File: src/rtl/fir_pkg.sv
// ----------------------------------------------------------------------------
// fir_pkg
// Shared definitions for the FIR sequencer slice: controller state encoding,
// default tap count, sample/coefficient widths, the Q1.15 fraction shift and
// the sample-counter wrap value.
// No ports (package).
// ----------------------------------------------------------------------------
package fir_pkg;

  typedef enum logic [2:0] {
    IDLE  = 3'd0,
    LOAD  = 3'd1,
    SHIFT = 3'd2,
    MAC   = 3'd3,
    DONE  = 3'd4
  } fir_state_e;

  localparam int NUM_TAPS_DEF = 4;
  localparam int SAMPLE_W     = 16;
  localparam int COEFF_W      = 16;
  localparam int FRAC_SHIFT   = 15;
  localparam int WRAP_COUNT   = 1000;
  localparam int CNT_W        = $clog2(WRAP_COUNT);

endpackage

File: src/rtl/fir_sequencer_if.sv
// ----------------------------------------------------------------------------
// fir_sequencer_if
// Groups the sample/coefficient handshake and the result outputs of the FIR
// sequencer.
//   master : the environment (drives samples, coefficients, load request)
//   slave  : fir_sequencer
// Signals: data_ready, sample_data, load_coeff, coeff_in  (master -> slave)
//          coeff_sel, coeff_done, busy, fir_out, out_valid, err,
//          one_k_samples                                  (slave -> master)
// ----------------------------------------------------------------------------
interface fir_sequencer_if
  import fir_pkg::*;
#(
  parameter int NUM_TAPS = NUM_TAPS_DEF
);
  localparam int SEL_W = $clog2(NUM_TAPS);

  logic                data_ready;
  logic [SAMPLE_W-1:0] sample_data;
  logic                load_coeff;
  logic [COEFF_W-1:0]  coeff_in;
  logic [SEL_W-1:0]    coeff_sel;
  logic                coeff_done;
  logic                busy;
  logic [SAMPLE_W-1:0] fir_out;
  logic                out_valid;
  logic                err;
  logic                one_k_samples;

  modport master (
    output data_ready, sample_data, load_coeff, coeff_in,
    input  coeff_sel, coeff_done, busy, fir_out, out_valid, err, one_k_samples
  );

  modport slave (
    input  data_ready, sample_data, load_coeff, coeff_in,
    output coeff_sel, coeff_done, busy, fir_out, out_valid, err, one_k_samples
  );

endinterface

File: src/rtl/fir_mac.sv
// ----------------------------------------------------------------------------
// fir_mac
// Multiply-accumulate unit: acc <= clr ? 0 : en ? acc + coeff*sample : acc.
// Ports:
//   clk, n_rst   clock / asynchronous active-low reset
//   clr_i        clear the accumulator
//   en_i         add coeff_i*sample_i (32-bit product) this cycle
//   coeff_i      Q1.15 coefficient
//   sample_i     unsigned sample
//   acc_nxt_o    accumulator value after this cycle's update, so the caller
//                can register a result in the same cycle as the last product
// ----------------------------------------------------------------------------
module fir_mac
  import fir_pkg::*;
#(
  parameter int ACC_W = COEFF_W + SAMPLE_W + 2
) (
  input  logic                clk,
  input  logic                n_rst,
  input  logic                clr_i,
  input  logic                en_i,
  input  logic [COEFF_W-1:0]  coeff_i,
  input  logic [SAMPLE_W-1:0] sample_i,
  output logic [ACC_W-1:0]    acc_nxt_o
);
  localparam int PROD_W = COEFF_W + SAMPLE_W;

  logic [PROD_W-1:0] prod_s;
  logic [ACC_W-1:0]  acc_q;
  logic [ACC_W-1:0]  acc_d;

  // Product and accumulator next value
  always_comb begin
    prod_s = {{SAMPLE_W{1'b0}}, coeff_i} * {{COEFF_W{1'b0}}, sample_i};
    if (clr_i) begin
      acc_d = '0;
    end else if (en_i) begin
      acc_d = acc_q + ACC_W'(prod_s);
    end else begin
      acc_d = acc_q;
    end
  end

  // Accumulator register
  always_ff @(posedge clk or negedge n_rst) begin
    if (!n_rst) begin
      acc_q <= '0;
    end else begin
      acc_q <= acc_d;
    end
  end

  assign acc_nxt_o = acc_d;

endmodule

File: src/rtl/fir_sequencer.sv
// ----------------------------------------------------------------------------
// fir_sequencer
// Sequential NUM_TAPS-tap FIR: loads a coefficient set one tap per cycle,
// shifts accepted samples into a delay line and runs one MAC per tap before
// presenting the Q1.15-scaled result.
// Ports:
//   clk     rising-edge clock
//   n_rst   asynchronous active-low reset
//   bus     fir_sequencer_if.slave (samples, coefficients, results, status)
// Build option: define FIR_SATURATE_EN to clamp overflowing results to
// 16'hFFFF; otherwise the low 16 bits of accumulator>>15 are output. err is
// the same in both builds.
// ----------------------------------------------------------------------------
module fir_sequencer
  import fir_pkg::*;
#(
  parameter int NUM_TAPS = NUM_TAPS_DEF
) (
  input  logic           clk,
  input  logic           n_rst,
  fir_sequencer_if.slave bus
);
  localparam int SEL_W = $clog2(NUM_TAPS);
  localparam int ACC_W = COEFF_W + SAMPLE_W + SEL_W;
  localparam int RES_W = ACC_W - FRAC_SHIFT;
  localparam logic [SEL_W-1:0] LAST_SEL = SEL_W'(NUM_TAPS - 1);
  localparam logic [CNT_W-1:0] LAST_CNT = CNT_W'(WRAP_COUNT - 1);

  fir_state_e          state_q, state_d;
  logic [SEL_W-1:0]    idx_q, idx_d;
  logic [SAMPLE_W-1:0] sample_q, sample_d;
  logic [SAMPLE_W-1:0] tap_q   [NUM_TAPS];
  logic [COEFF_W-1:0]  coeff_q [NUM_TAPS];
  logic                overrun_q, overrun_d;
  logic                load_pend_q, load_pend_d;
  logic                load_prev_q;
  logic [CNT_W-1:0]    cnt_q, cnt_d;
  logic [SEL_W-1:0]    coeff_sel_q, coeff_sel_d;
  logic                coeff_done_q, coeff_done_d;
  logic                busy_q, busy_d;
  logic                out_valid_q, out_valid_d;
  logic                err_q, err_d;
  logic                one_k_q, one_k_d;
  logic [SAMPLE_W-1:0] fir_out_q, fir_out_d;
  logic [ACC_W-1:0]    acc_nxt_s;
  logic [RES_W-1:0]    res_s;
  logic                ovf_s;
  logic [SAMPLE_W-1:0] res_out_s;

  fir_mac #(.ACC_W(ACC_W)) u_mac (
    .clk       (clk),
    .n_rst     (n_rst),
    .clr_i     (state_q == SHIFT),
    .en_i      (state_q == MAC),
    .coeff_i   (coeff_q[idx_q]),
    .sample_i  (tap_q[idx_q]),
    .acc_nxt_o (acc_nxt_s)
  );

  // Scale the final sum and flag results that do not fit in 16 bits
  always_comb begin
    res_s = RES_W'(acc_nxt_s >> FRAC_SHIFT);
    ovf_s = |res_s[RES_W-1:SAMPLE_W];
`ifdef FIR_SATURATE_EN
    if (ovf_s) begin
      res_out_s = {SAMPLE_W{1'b1}};
    end else begin
      res_out_s = res_s[SAMPLE_W-1:0];
    end
`else
    res_out_s = res_s[SAMPLE_W-1:0];
`endif
  end

  // Controller next state, bookkeeping flags and next output values
  always_comb begin
    state_d     = state_q;
    idx_d       = idx_q;
    sample_d    = sample_q;
    overrun_d   = overrun_q;
    load_pend_d = load_pend_q;
    cnt_d       = cnt_q;
    fir_out_d   = fir_out_q;
    err_d       = err_q;
    one_k_d     = 1'b0;

    // Anything arriving while busy: samples are lost, loads are remembered
    if (state_q != IDLE) begin
      if (bus.data_ready) begin
        overrun_d = 1'b1;
      end else begin
        overrun_d = overrun_q;
      end
      if (bus.load_coeff && !load_prev_q) begin
        load_pend_d = 1'b1;
      end else begin
        load_pend_d = load_pend_q;
      end
    end else begin
      overrun_d   = overrun_q;
      load_pend_d = load_pend_q;
    end

    case (state_q)
      IDLE: begin
        if (bus.load_coeff || load_pend_q) begin
          // Coefficient load wins; a coincident sample is lost
          state_d     = LOAD;
          idx_d       = '0;
          load_pend_d = 1'b0;
          if (bus.data_ready) begin
            overrun_d = 1'b1;
          end else begin
            overrun_d = overrun_q;
          end
        end else if (bus.data_ready) begin
          state_d  = SHIFT;
          sample_d = bus.sample_data;
          if (cnt_q == LAST_CNT) begin
            cnt_d   = '0;
            one_k_d = 1'b1;
          end else begin
            cnt_d   = cnt_q + CNT_W'(1);
            one_k_d = 1'b0;
          end
        end else begin
          state_d = IDLE;
        end
      end
      LOAD: begin
        if (idx_q == LAST_SEL) begin
          state_d = IDLE;
          idx_d   = '0;
        end else begin
          state_d = LOAD;
          idx_d   = idx_q + SEL_W'(1);
        end
      end
      SHIFT: begin
        state_d = MAC;
        idx_d   = '0;
      end
      MAC: begin
        if (idx_q == LAST_SEL) begin
          // Last product is in acc_nxt_s, so the result is captured now
          state_d   = DONE;
          idx_d     = '0;
          fir_out_d = res_out_s;
          err_d     = ovf_s | overrun_d;
          overrun_d = 1'b0;
        end else begin
          state_d = MAC;
          idx_d   = idx_q + SEL_W'(1);
        end
      end
      DONE: begin
        state_d = IDLE;
      end
      default: begin
        state_d = IDLE;
        idx_d   = '0;
      end
    endcase

    coeff_sel_d  = (state_d == LOAD) ? idx_d : '0;
    coeff_done_d = (state_d == LOAD) && (idx_d == LAST_SEL);
    busy_d       = (state_d != IDLE);
    out_valid_d  = (state_d == DONE);
  end

  // Controller state, flags and registered outputs
  always_ff @(posedge clk or negedge n_rst) begin
    if (!n_rst) begin
      state_q      <= IDLE;
      idx_q        <= '0;
      sample_q     <= '0;
      overrun_q    <= 1'b0;
      load_pend_q  <= 1'b0;
      load_prev_q  <= 1'b0;
      cnt_q        <= '0;
      coeff_sel_q  <= '0;
      coeff_done_q <= 1'b0;
      busy_q       <= 1'b0;
      out_valid_q  <= 1'b0;
      err_q        <= 1'b0;
      one_k_q      <= 1'b0;
      fir_out_q    <= '0;
    end else begin
      state_q      <= state_d;
      idx_q        <= idx_d;
      sample_q     <= sample_d;
      overrun_q    <= overrun_d;
      load_pend_q  <= load_pend_d;
      load_prev_q  <= bus.load_coeff;
      cnt_q        <= cnt_d;
      coeff_sel_q  <= coeff_sel_d;
      coeff_done_q <= coeff_done_d;
      busy_q       <= busy_d;
      out_valid_q  <= out_valid_d;
      err_q        <= err_d;
      one_k_q      <= one_k_d;
      fir_out_q    <= fir_out_d;
    end
  end

  // Sample delay line, shifted once per accepted sample
  always_ff @(posedge clk or negedge n_rst) begin
    if (!n_rst) begin
      for (int k = 0; k < NUM_TAPS; k++) tap_q[k] <= '0;
    end else if (state_q == SHIFT) begin
      tap_q[0] <= sample_q;
      for (int k = 1; k < NUM_TAPS; k++) tap_q[k] <= tap_q[k-1];
    end
  end

  // Coefficient registers, written at the index presented on coeff_sel
  always_ff @(posedge clk or negedge n_rst) begin
    if (!n_rst) begin
      for (int k = 0; k < NUM_TAPS; k++) coeff_q[k] <= '0;
    end else if (state_q == LOAD) begin
      for (int k = 0; k < NUM_TAPS; k++) begin
        if (coeff_sel_q == SEL_W'(k)) coeff_q[k] <= bus.coeff_in;
      end
    end
  end

  assign bus.coeff_sel     = coeff_sel_q;
  assign bus.coeff_done    = coeff_done_q;
  assign bus.busy          = busy_q;
  assign bus.fir_out       = fir_out_q;
  assign bus.out_valid     = out_valid_q;
  assign bus.err           = err_q;
  assign bus.one_k_samples = one_k_q;

endmodule
File: src/flat_wrapper.sv
// flat-port wrapper written by rule: the top's interface ports become plain ports
module fir_sequencer_flat import fir_pkg::*;
#(
  parameter int NUM_TAPS = NUM_TAPS_DEF
)
  (clk, n_rst, bus_data_ready, bus_sample_data, bus_load_coeff, bus_coeff_in, bus_coeff_sel, bus_coeff_done, bus_busy, bus_fir_out, bus_out_valid, bus_err, bus_one_k_samples);
  fir_sequencer_if #(.NUM_TAPS(NUM_TAPS)) bus_i ();
  input  logic clk;
  input  logic n_rst;
  input wire logic [$bits(bus_i.data_ready)-1:0] bus_data_ready;
  input wire logic [$bits(bus_i.sample_data)-1:0] bus_sample_data;
  input wire logic [$bits(bus_i.load_coeff)-1:0] bus_load_coeff;
  input wire logic [$bits(bus_i.coeff_in)-1:0] bus_coeff_in;
  output wire logic [$bits(bus_i.coeff_sel)-1:0] bus_coeff_sel;
  output wire logic [$bits(bus_i.coeff_done)-1:0] bus_coeff_done;
  output wire logic [$bits(bus_i.busy)-1:0] bus_busy;
  output wire logic [$bits(bus_i.fir_out)-1:0] bus_fir_out;
  output wire logic [$bits(bus_i.out_valid)-1:0] bus_out_valid;
  output wire logic [$bits(bus_i.err)-1:0] bus_err;
  output wire logic [$bits(bus_i.one_k_samples)-1:0] bus_one_k_samples;
  assign bus_i.data_ready = bus_data_ready;
  assign bus_i.sample_data = bus_sample_data;
  assign bus_i.load_coeff = bus_load_coeff;
  assign bus_i.coeff_in = bus_coeff_in;
  assign bus_coeff_sel = bus_i.coeff_sel;
  assign bus_coeff_done = bus_i.coeff_done;
  assign bus_busy = bus_i.busy;
  assign bus_fir_out = bus_i.fir_out;
  assign bus_out_valid = bus_i.out_valid;
  assign bus_err = bus_i.err;
  assign bus_one_k_samples = bus_i.one_k_samples;
  fir_sequencer #(.NUM_TAPS(NUM_TAPS)) u_core (.clk(clk), .n_rst(n_rst), .bus(bus_i));
endmodule
File: config.mk
export PLATFORM = sky130hd
export DESIGN_NAME = fir_sequencer_flat
export DESIGN_NICKNAME = d
export VERILOG_FILES = /design/src/rtl/fir_pkg.sv /design/src/rtl/fir_sequencer_if.sv /design/src/rtl/fir_mac.sv /design/src/rtl/fir_sequencer.sv /design/src/flat_wrapper.sv
export SDC_FILE = /design/constraint.sdc
export NUM_CORES = 1
export LEC_CHECK = 0
export CORE_UTILIZATION = 60
export DETAILED_ROUTE_END_ITERATION = 16
export DONT_BUFFER_PORTS = 1
export PLACE_DENSITY = 0.78
export RECOVER_POWER = 100
export SYNTH_ARGS = -nofsm -noshare
export SYNTH_HDL_FRONTEND = slang
export SYNTH_SLANG_ARGS = --single-unit
export TNS_END_PERCENT = 1
File: constraint.sdc
create_clock -name clk -period 20.9 [get_ports clk]
set_input_delay 4.18 -clock clk [delete_from_list [all_inputs] [get_ports clk]]
set_output_delay 4.18 -clock clk [all_outputs]
set_load 0.01 [all_outputs]
Word-level counts from Yosys, hierarchy flattened
Cells that the tools add are included.
{"block": "totals", "ff_bits": 219, "input_bits": 36, "output_inout_bits": 23, "word_cells": 92}
{"block": "classes", "addsub": 3, "n_mul": 1, "magnitude_cmp": 1, "eq_ne": 12, "n_mux": 31, "bitwise": 3, "reduce_logical": 17}
{"cell": "2-to-1 mux 34 bit", "count": 2}
{"cell": "binary-select mux 16 bit (select 2 bit)", "count": 2}
{"cell": "2-to-1 mux 16 bit", "count": 4}
{"cell": "adder 34 x 32 -> 34 bit", "count": 1}
{"cell": "multiplier 16 x 16 -> 32 bit", "count": 1}
{"cell": "2-to-1 mux 1 bit", "count": 13}
{"cell": "case mux 3 bit (4 select lines)", "count": 1}
{"cell": "adder 10 x 1 -> 10 bit (second input constant)", "count": 1}
{"cell": "equality test 10 bit (second input constant)", "count": 1}
{"cell": "2-to-1 mux 10 bit", "count": 1}
{"cell": "AND reduction 2 bit", "count": 5}
{"cell": "equality test 2 bit (second input constant)", "count": 4}
{"cell": "2-to-1 mux 2 bit", "count": 4}
{"cell": "equality test 3 x 1 -> 1 bit (second input constant)", "count": 2}
{"cell": "equality test 3 x 2 -> 1 bit (second input constant)", "count": 2}
{"cell": "equality test 3 bit (second input constant)", "count": 2}
{"cell": "2-to-1 mux 3 bit", "count": 2}
{"cell": "case mux 2 bit (3 select lines)", "count": 1}
{"cell": "nonzero test 3 bit", "count": 2}
{"cell": ">= comparator 3 bit (second input constant)", "count": 1}
{"cell": "zero test 3 bit", "count": 1}
{"cell": "NOT 2 -> 3 bit", "count": 1}
{"cell": "AND reduction 3 bit", "count": 1}
{"cell": "OR reduction 3 bit", "count": 1}
{"cell": "other kinds (11)", "count": 12}

Depth between registers and ports, before layout
Gate-level depths: netlist (run 1).
{"block": "logic_depth", "ltp_word": 10, "ltp_mapped": 28, "depth_no_buf": 25}

Hierarchy
From an unflattened synthesis (run 1), not the netlist that was laid out.
{"block": "hier_totals", "cells_unflattened": 1855, "hier_area_um2": 19042.0}
{"module": "fir_mac", "n_inst": 1, "cells_per_inst": 1295, "area_per_inst_um2": 11192.0, "seq_area_each_um2": 850.8}
{"module": "fir_sequencer", "n_inst": 1, "cells_per_inst": 560, "area_per_inst_um2": 7850.0, "seq_area_each_um2": 4629.4}

Worst setup path before layout (run 1)
OpenSTA, ideal clock, no wires.
{"block": "synth_path", "path_kind": "reg2reg", "startpoint": "register u_core.idx_q[0]", "endpoint": "register u_core.err_q (netlist: u_core.bus.err)", "setup_ps": 135, "arrival_ps": 6666, "required_ps": 20765, "setup_slack_ps": 14100, "stages_incl_launch_ff": 28, "n_path_buf": 3, "synth_period_minus_slack_ps": 6800, "cell_sequence": "dfrtp_1 buf_2 buf_2 mux2_2 o21ai_0 clkbuf_1 nor2_1 fa_1 inv_1 fa_1 inv_1 fa_1 inv_1 fa_1 inv_1 fa_1 inv_1 fa_1 inv_1 ha_1 nand4_1 a211oi_1 a21oi_1 a21oi_1 nor2_1 o31a_1 nor4b_1 a31oi_1"}
{"block": "synth_between", "elab_chain_len": 10, "elab_cells_between_ends": 15, "classes_between": "add/sub (1); mul (1); eq/ne (1); mux (8); bitwise (2); reduce/logical (2)"}
{"item": "start: declaration", "line_no": "fir_sequencer.sv:30", "source": "logic [SEL_W-1:0] idx_q, idx_d;"}
{"item": "start signal: assignment", "line_no": "fir_sequencer.sv:190", "source": "idx_q <= idx_d;"}
{"item": "NOT 2 -> 3 bit (implied by the code)", "line_no": "fir_sequencer.sv:55, fir_sequencer.sv:56"}
{"item": "binary-select mux 16 bit (select 2 bit) (on tied branches)", "line_no": "fir_sequencer.sv:55, fir_sequencer.sv:56"}
{"item": "2-to-1 mux 16 bit (on tied branches) (2 in series)", "line_no": "fir_sequencer.sv:55, fir_sequencer.sv:56"}
{"item": "multiplier 16 x 16 -> 32 bit", "line_no": "fir_mac.sv:34", "source": "prod_s = {{SAMPLE_W{1'b0}}, coeff_i} * {{COEFF_W{1'b0}}, sample_i};"}
{"item": "adder 34 x 32 -> 34 bit", "line_no": "fir_mac.sv:38", "source": "acc_d = acc_q + ACC_W'(prod_s);"}
{"item": "2-to-1 mux 34 bit", "line_no": "fir_mac.sv:37", "source": "end else if (en_i) begin"}
{"item": "2-to-1 mux 34 bit", "line_no": "fir_mac.sv:35", "source": "if (clr_i) begin"}
{"item": "OR reduction 3 bit", "line_no": "fir_sequencer.sv:63", "source": "ovf_s = |res_s[RES_W-1:SAMPLE_W];"}
{"item": "OR 1 bit", "line_no": "fir_sequencer.sv:149", "source": "err_d = ovf_s | overrun_d;"}
{"item": "end signal: assignment", "line_no": "fir_sequencer.sv:200", "source": "err_q <= err_d;"}
{"item": "end: declaration", "line_no": "fir_sequencer.sv:42", "source": "logic err_q, err_d;"}
Several ways; a longest one is shown, not always the timed one. The select of a mux whose other input is x is not followed.
A chain may end at the register's enable or synchronous reset.

Worst setup path after layout (run 1)
{"block": "layout_path", "startpoint": "register u_core.idx_q[1]", "endpoint": "register u_core.fir_out_q[11] (netlist: u_core.bus.fir_out[11])"}
{"block": "layout_between", "elab_chain_len": 8, "elab_cells_between_ends": 13, "classes_between": "add/sub (1); mul (1); eq/ne (1); mux (8); bitwise (1); reduce/logical (1)"}
{"item": "NOT 2 -> 3 bit (implied by the code)", "line_no": "fir_sequencer.sv:55, fir_sequencer.sv:56"}
{"item": "binary-select mux 16 bit (select 2 bit) (on tied branches)", "line_no": "fir_sequencer.sv:55, fir_sequencer.sv:56"}
{"item": "2-to-1 mux 16 bit (on tied branches) (2 in series)", "line_no": "fir_sequencer.sv:55, fir_sequencer.sv:56"}
{"item": "multiplier 16 x 16 -> 32 bit", "line_no": "fir_mac.sv:34"}
{"item": "adder 34 x 32 -> 34 bit", "line_no": "fir_mac.sv:38"}
{"item": "2-to-1 mux 34 bit", "line_no": "fir_mac.sv:37"}
{"item": "2-to-1 mux 34 bit", "line_no": "fir_mac.sv:35"}
{"item": "end signal: assignment", "line_no": "fir_sequencer.sv:202", "source": "fir_out_q <= fir_out_d;"}
{"item": "end: declaration", "line_no": "fir_sequencer.sv:44", "source": "logic [SAMPLE_W-1:0] fir_out_q, fir_out_d;"}
Several ways; a longest one is shown, not always the timed one. The select of a mux whose other input is x is not followed.

==> flow_summary.toml, run 1 <==
[die]
core_area_sq_um = 30750
floorplan.die_area_sq_um = 32100
initial_utilization = 0.6125
die_y_um = 179.2
die-width_um = 179.2
std_cell_rows = 64
pin_count = 59

[grt]
gr_util_all_layers = 0.2806
grt_remaining_overflow = 0
groute.layer.met1.usage = 0.3466
grt_max_degree = 220
global_route.usage.met3 = 0.04262
number_of_global_route_vias_before_repair = 13675
grt_busiest_layer = "met2"
use_met2 = 0.4894
initial_antenna_violation_count = 0
grt_first_pass_wirelength_um = 69540

[clock_tree]
cts_sinks = 219
cts_inserted_buffers = 24
cts_root_buffer = "clkbuf_16"
tritoncts_clock_tree = "built"
cts_resized = 0
cts_setup_buffers = 0
insertion_delay_ns = 0.55
clkTransAtPathRegs_ns = 0.07
maximum_clock_path_buffer_count = 3
postCtsHoldBufs = 0
htree_levels = 1

[drt]
drc = 0
drt-wirelength-per-cell_um = 19.08
dr.pass1.iters = 5
number_of_antenna_violating_nets_in_the_routed_design = 0
drt_wl_total_um = 42610
drtIter0Drc = 874
detail_route.vias_per_cell = 5.809
vias = 12971

[timing]
timing.final.hold_violations = 0
rsz0062_at_grt = "no"
setup-violations-final = 0
finalWorstPathRequiredPeriod_ns = 9.676
timing_worst_slew_pin_value_ns = 3.328
slew_headroom = -1.218
fin_crit_sh = 0.4629
fmax_mhz = 103.4
tns_ns = 0
maximum_clock_skew_at_final_layout_ns = 0.02168
final_max_slew_viol_count = 119
final.setup.worst_slack_ns = 11.22

[logic_synthesis]
yosys_warnings = 0
syn-cell-area_sq_um = 18830
synth_nets = 2226
yosys.cell_types.count = 64
synth_enable_flop_cells = 0
synth_sequential_area_ratio = 0.2910
postSynth.asyncResetShare = 1.000
post_synth_inst_count = 1855
synthesis.area_per_instance_sq_um = 10.15
synth.ff_latch_count = 219
synth_flop_cell = "dfrtp_1"

[worst_setup_path]
slowest_stage = "clkbuf_1"
reg2reg_setup_slack_ns = 11.22
critical_path.max_stage_delay_ns = 1.93
critPathMostFrequentCell = "fa_1"
worst_r2r_path_depth = 22
critPathCaptureType = "flop"
path_cells = "clkbuf_1, o21ai_0, nor2_1, fa_1, inv_1, fa_1, fa_1, inv_1, fa_1, inv_1, fa_1, inv_1, fa_1, ha_1, a21o_1, nand3_1, o21ai_0, a21oi_1, a31oi_1, a221oi_1, o21a_2, o211ai_1"
criticalPathCategory = "flop to flop"
worstPathArrival_ns = 10.08
critical_path.max_fanout = 53
element_type_at_the_critical_path_start = "flop"
worst_ep_required_time_ns = 21.30

[final_layout]
final_common_cell = "inv_1"
post_layout_nonfiller_instances = 2233
nets = 2191
fill_cells = 2405
drive_above_1_share = 0.1219
postLayoutCoreUtil = 0.6471
antenna_cells = 0
flow.area_growth_from_synthesis_pct = 5.640
layout.cells.most_common_list = "355 x inv_1, 269 x nand2_1, 226 x fa_1"

[hold_path]
holdPathStages = 2
class_of_the_tightest_hold_or_removal_check = "flop to flop"

[placed_design]
pre_cts_slack_ns = 12.99
gpl.final_weighted_congestion = 0.9135
dp_hpwl_um = 31560
dp_cells = 2190
buffer_ports.inserted = 0

[job]
timing.max_cap.violations = 2

[status]
violations = "capacitance limit, slew limit"
run_status = "finished, violations left"
layer usage:
metal / wire (um) / vias to the layer above
li1: - / 5756
met1: 16370 / 6631
met2: 21870 / 443
met3: 2535 / 141
met4: 1830 / 0
met5: 0 / -
critical path, delay by kind of cell, from the launching register on:
family / cells / cell delay (ns)
compound gates: 8 / 3.31
buf+inv: 5 / 2.16
fa+ha+maj: 7 / 3.20
simple gates: 2 / 0.44
flops: 1 / 0.43
Yosys cell counts (3+ instances only):
library cell / n / area share
o21ai_1: 15 / 0.0040
nor2b_1: 7 / 0.0023
a21oi_1: 40 / 0.011
o21bai_1: 3 / 0.0012
nor4b_1: 3 / 0.0014
nand2_1: 269 / 0.054
nand2b_1: 14 / 0.0047
nor2_1: 77 / 0.015
xor2_1: 14 / 0.0065
ha_1: 109 / 0.072
mux2i_1: 14 / 0.0074
buf_1: 4 / 0.00080
o211ai_1: 10 / 0.0040
o31ai_1: 3 / 0.0012
inv_1: 354 / 0.071
and2_1: 64 / 0.021
mux2_2: 146 / 0.087
clkbuf_1: 47 / 0.0094
xnor2_1: 17 / 0.0079
and3_1: 3 / 0.0010
mux4_2: 19 / 0.023
dfrtp_1: 219 / 0.29
o21a_1: 14 / 0.0056
or3_1: 4 / 0.0013
a22o_1: 6 / 0.0028
o2111ai_1: 4 / 0.0019
nand3_1: 15 / 0.0040
fa_1: 226 / 0.24
nor3_1: 10 / 0.0027
o21ai_0: 50 / 0.013
buf_2: 17 / 0.0045
a21o_1: 10 / 0.0040
a31oi_1: 4 / 0.0013
nand4_1: 7 / 0.0023
through the flow:
| stage | instance area (sq um) | hold WS [ns] |
|---|---|---|
| finish | 19900 | 0.4746 |
| global route | 19900 | 0.5047 |
| CTS | 19970 | 0.4772 |
| detailed placement | 19120 | 0.4578 |
| global placement | 19120 | 0.4544 |
| floorplan | 18830 | 0.4401 |
flip-flops by register name, summed over array words and instances, names as in the netlist:
register,flops
u_core.coeff_q,64
u_core.tap_q,64
u_core.u_mac.acc_q,34
u_core.bus.fir_out,16
u_core.sample_q,16
u_core.cnt_q,10
u_core.state_q,3
u_core.bus.coeff_sel,2
u_core.idx_q,2
u_core.bus.busy,1
u_core.bus.coeff_done,1
u_core.bus.err,1
u_core.bus.one_k_samples,1
u_core.bus.out_valid,1
u_core.load_pend_q,1
u_core.load_prev_q,1
u_core.overrun_q,1
final timing paths:
kind,start,end
setup / recovery,u_core.idx_q[1],u_core.bus.fir_out[11]
hold / removal,u_core.sample_q[14],u_core.sample_q[14]
setup reg to reg,u_core.idx_q[1],u_core.bus.fir_out[11]
hold reg to reg,u_core.sample_q[14],u_core.sample_q[14]
max in group asynchronous,n_rst,u_core.bus.fir_out[6]
min in group asynchronous,n_rst,u_core.coeff_q[51]
cell type report:
| type | count | area, sq um | area share |
|---|---|---|---|
| Inverter | 356 | 1336 | 0.06716 |
| Timing Repair Buffer | 10 | 63.81 | 0.003207 |
| Clock inverter | 14 | 202.7 | 0.01019 |
| Multi-Input combinational cell | 1209 | 11670 | 0.5864 |
| Tap cell | 396 | 495.5 | 0.02490 |
| Clock buffer | 29 | 649.4 | 0.03264 |
| Sequential cell | 219 | 5482 | 0.2755 |
cell families after synthesis:
| kind of cell | after synthesis | synth area share |
|---|---|---|
| adders and majority gates | 335 | 0.3126 |
| muxes | 179 | 0.1175 |
| DFF | 219 | 0.2910 |
| buffers and inverters | 427 | 0.08729 |
| AOI/OAI and AO/OA | 184 | 0.06371 |
| xor gates and xnor gates | 32 | 0.01528 |
| and+or+nand+nor | 479 | 0.1127 |
Power of run 1 is left out: the tool's default activity adds up to more than one toggle a clock period on the data nets, which glitch-free logic cannot reach.
==> run 2, diff against run 1 <==
- clock period: 20.9 -> 9.3 ns (I/O delays scaled with it)
==> flow_summary.toml, run 2 (synthesis gave the netlist of run 1 again) <==
[grt]
grt_busiest_layer = "met2"
grt_remaining_overflow = 0
number_of_global_route_vias_before_repair = 13560
grt_first_pass_wirelength_um = 67860
global_route.usage.met3 = 0.04135
initial_antenna_violation_count = 1
use_met2 = 0.4802
gr_util_all_layers = 0.2740
groute.layer.met1.usage = 0.3351
grt_max_degree = 220

[clock_tree]
cts_root_buffer = "clkbuf_16"
cts_resized = 0
htree_levels = 1
cts_setup_buffers = 0
cts_sinks = 219
insertion_delay_ns = 0.54
clkTransAtPathRegs_ns = 0.06
maximum_clock_path_buffer_count = 3
cts_inserted_buffers = 25
tritoncts_clock_tree = "built"
postCtsHoldBufs = 0

[timing]
setup-violations-final = 0
fmax_mhz = 121.0
final_max_slew_viol_count = 82
maximum_clock_skew_at_final_layout_ns = 0.01550
rsz0062_at_grt = "no"
slew_headroom = -1.208
timing_worst_slew_pin_value_ns = 3.311
finalWorstPathRequiredPeriod_ns = 8.265
fin_crit_sh = 0.8887
tns_ns = 0
timing.final.hold_violations = 0

[status]
violations = "capacitance limit, slew limit"
run_status = "finished, violations left"

[final_layout]
fill_cells = 2446
antenna_cells = 0
drive_above_1_share = 0.1221
biggestRegsByFlops = "u_core.coeff_q x64, u_core.tap_q x64, u_core.u_mac.acc_q x34"
nets = 2188
final_common_cell = "inv_1"
flow.area_growth_from_synthesis_pct = 5.786
layout.cells.most_common_list = "355 x inv_1, 269 x nand2_1, 226 x fa_1"

[worst_setup_path]
element_type_at_the_critical_path_start = "flop"
worst_ep_required_time_ns = 9.69
criticalPathCategory = "flop to flop"
critical_path.max_fanout = 33
critPathCaptureType = "flop"
worstPathArrival_ns = 8.66

[die]
floorplan.die_area_sq_um = 32100
initial_utilization = 0.6125
core_area_sq_um = 30750
die_y_um = 179.2
pin_count = 59
std_cell_rows = 64
die-width_um = 179.2

[hold_path]
class_of_the_tightest_hold_or_removal_check = "flop to flop"

[placed_design]
dp_hpwl_um = 31260
buffer_ports.inserted = 0
gpl.final_weighted_congestion = 0.9407

[drt]
drt_wl_total_um = 41830
drtIter0Drc = 804
detail_route.vias_per_cell = 5.786
drc = 0
number_of_antenna_violating_nets_in_the_routed_design = 0
vias = 12908
dr.pass1.iters = 8
drt-wirelength-per-cell_um = 18.75

[job]
timing.max_cap.violations = 2
run 2: cell types whose count changed in the layout (fill, tap and decap cells not counted), sizes merged:
cell / delta
buf: -3
clkbuf: +2
clkinv: -1
run 2: path summary, 6_finish.rpt:
kind                                     start  slack [ns]                      to  depth (start not counted)
max reg2reg                    u_core.idx_q[0]        1.03          u_core.bus.err                         22
min reg2reg                u_core.sample_q[13]        0.47     u_core.sample_q[13]                          2
max                            u_core.idx_q[0]        1.03          u_core.bus.err                         22
min in group asynchronous                n_rst        1.03      u_core.coeff_q[51]                          0
max in group asynchronous                n_rst        7.99  u_core.u_mac.acc_q[31]                          0
min                        u_core.sample_q[13]        0.47     u_core.sample_q[13]                          2
run 2: routing by layer:
| layer | routed length [um] | share of wire | vias up |
|---|---|---|---|
| met5 | 13 | 0.00031 | - |
| met4 | 2007 | 0.048 | 2 |
| met3 | 2337 | 0.056 | 151 |
| met2 | 21530 | 0.51 | 441 |
| met1 | 15940 | 0.38 | 6554 |
| li1 | - | - | 5760 |
run 2: critical path, stage by stage (launching register included):
cell and delay, ns:
dfrtp_2 0.99, mux2_2 0.43, o21ai_1 1.03, nor2_1 0.17, fa_1 0.54, inv_1 0.05
fa_1 0.47, inv_1 0.06, fa_1 0.49, fa_1 0.53, fa_1 0.50, inv_1 0.05
fa_1 0.47, inv_1 0.04, ha_1 0.41, nand4_1 0.20, o221ai_1 0.36, nor3_1 0.09
a21oi_1 0.41, a211oi_1 0.17, xnor2_1 0.21, nor4b_1 0.29, a31oi_1 0.14
run 2: per-stage QoR:
| step | hold slack (ns) | area [sq um] | setup WS [ns] | utilization | std cells |
|---|---|---|---|---|---|
| 6_report | 0.4689 | 19920 | 1.035 | 0.6479 | 2231 |
| 3_5_place_dp | 0.4579 | 19090 | 1.305 | 0.6208 | 2186 |
| 4_1_cts | 0.4737 | 19980 | 1.230 | 0.6497 | 2231 |
| 3_3_place_gp | 0.4538 | 19090 | 1.469 | 0.6208 | 2186 |
| 5_1_grt | 0.4952 | 19920 | 0.5055 | 0.6479 | 2231 |
| 2_1_floorplan | 0.4401 | 18830 | 2.500 | - | 1855 |
run 2: cell type report:
| type | count | area, sq um | share of cell area |
|---|---|---|---|
| Clock buffer | 32 | 701.9 | 0.03523 |
| Inverter | 356 | 1336 | 0.06707 |
| Tap cell | 396 | 495.5 | 0.02487 |
| Timing Repair Buffer | 6 | 37.54 | 0.001884 |
| Multi-Input combinational cell | 1209 | 11680 | 0.5864 |
| Clock inverter | 13 | 187.7 | 0.009420 |
| Sequential cell | 219 | 5483 | 0.2752 |
Power of run 2 is left out for the same reason.
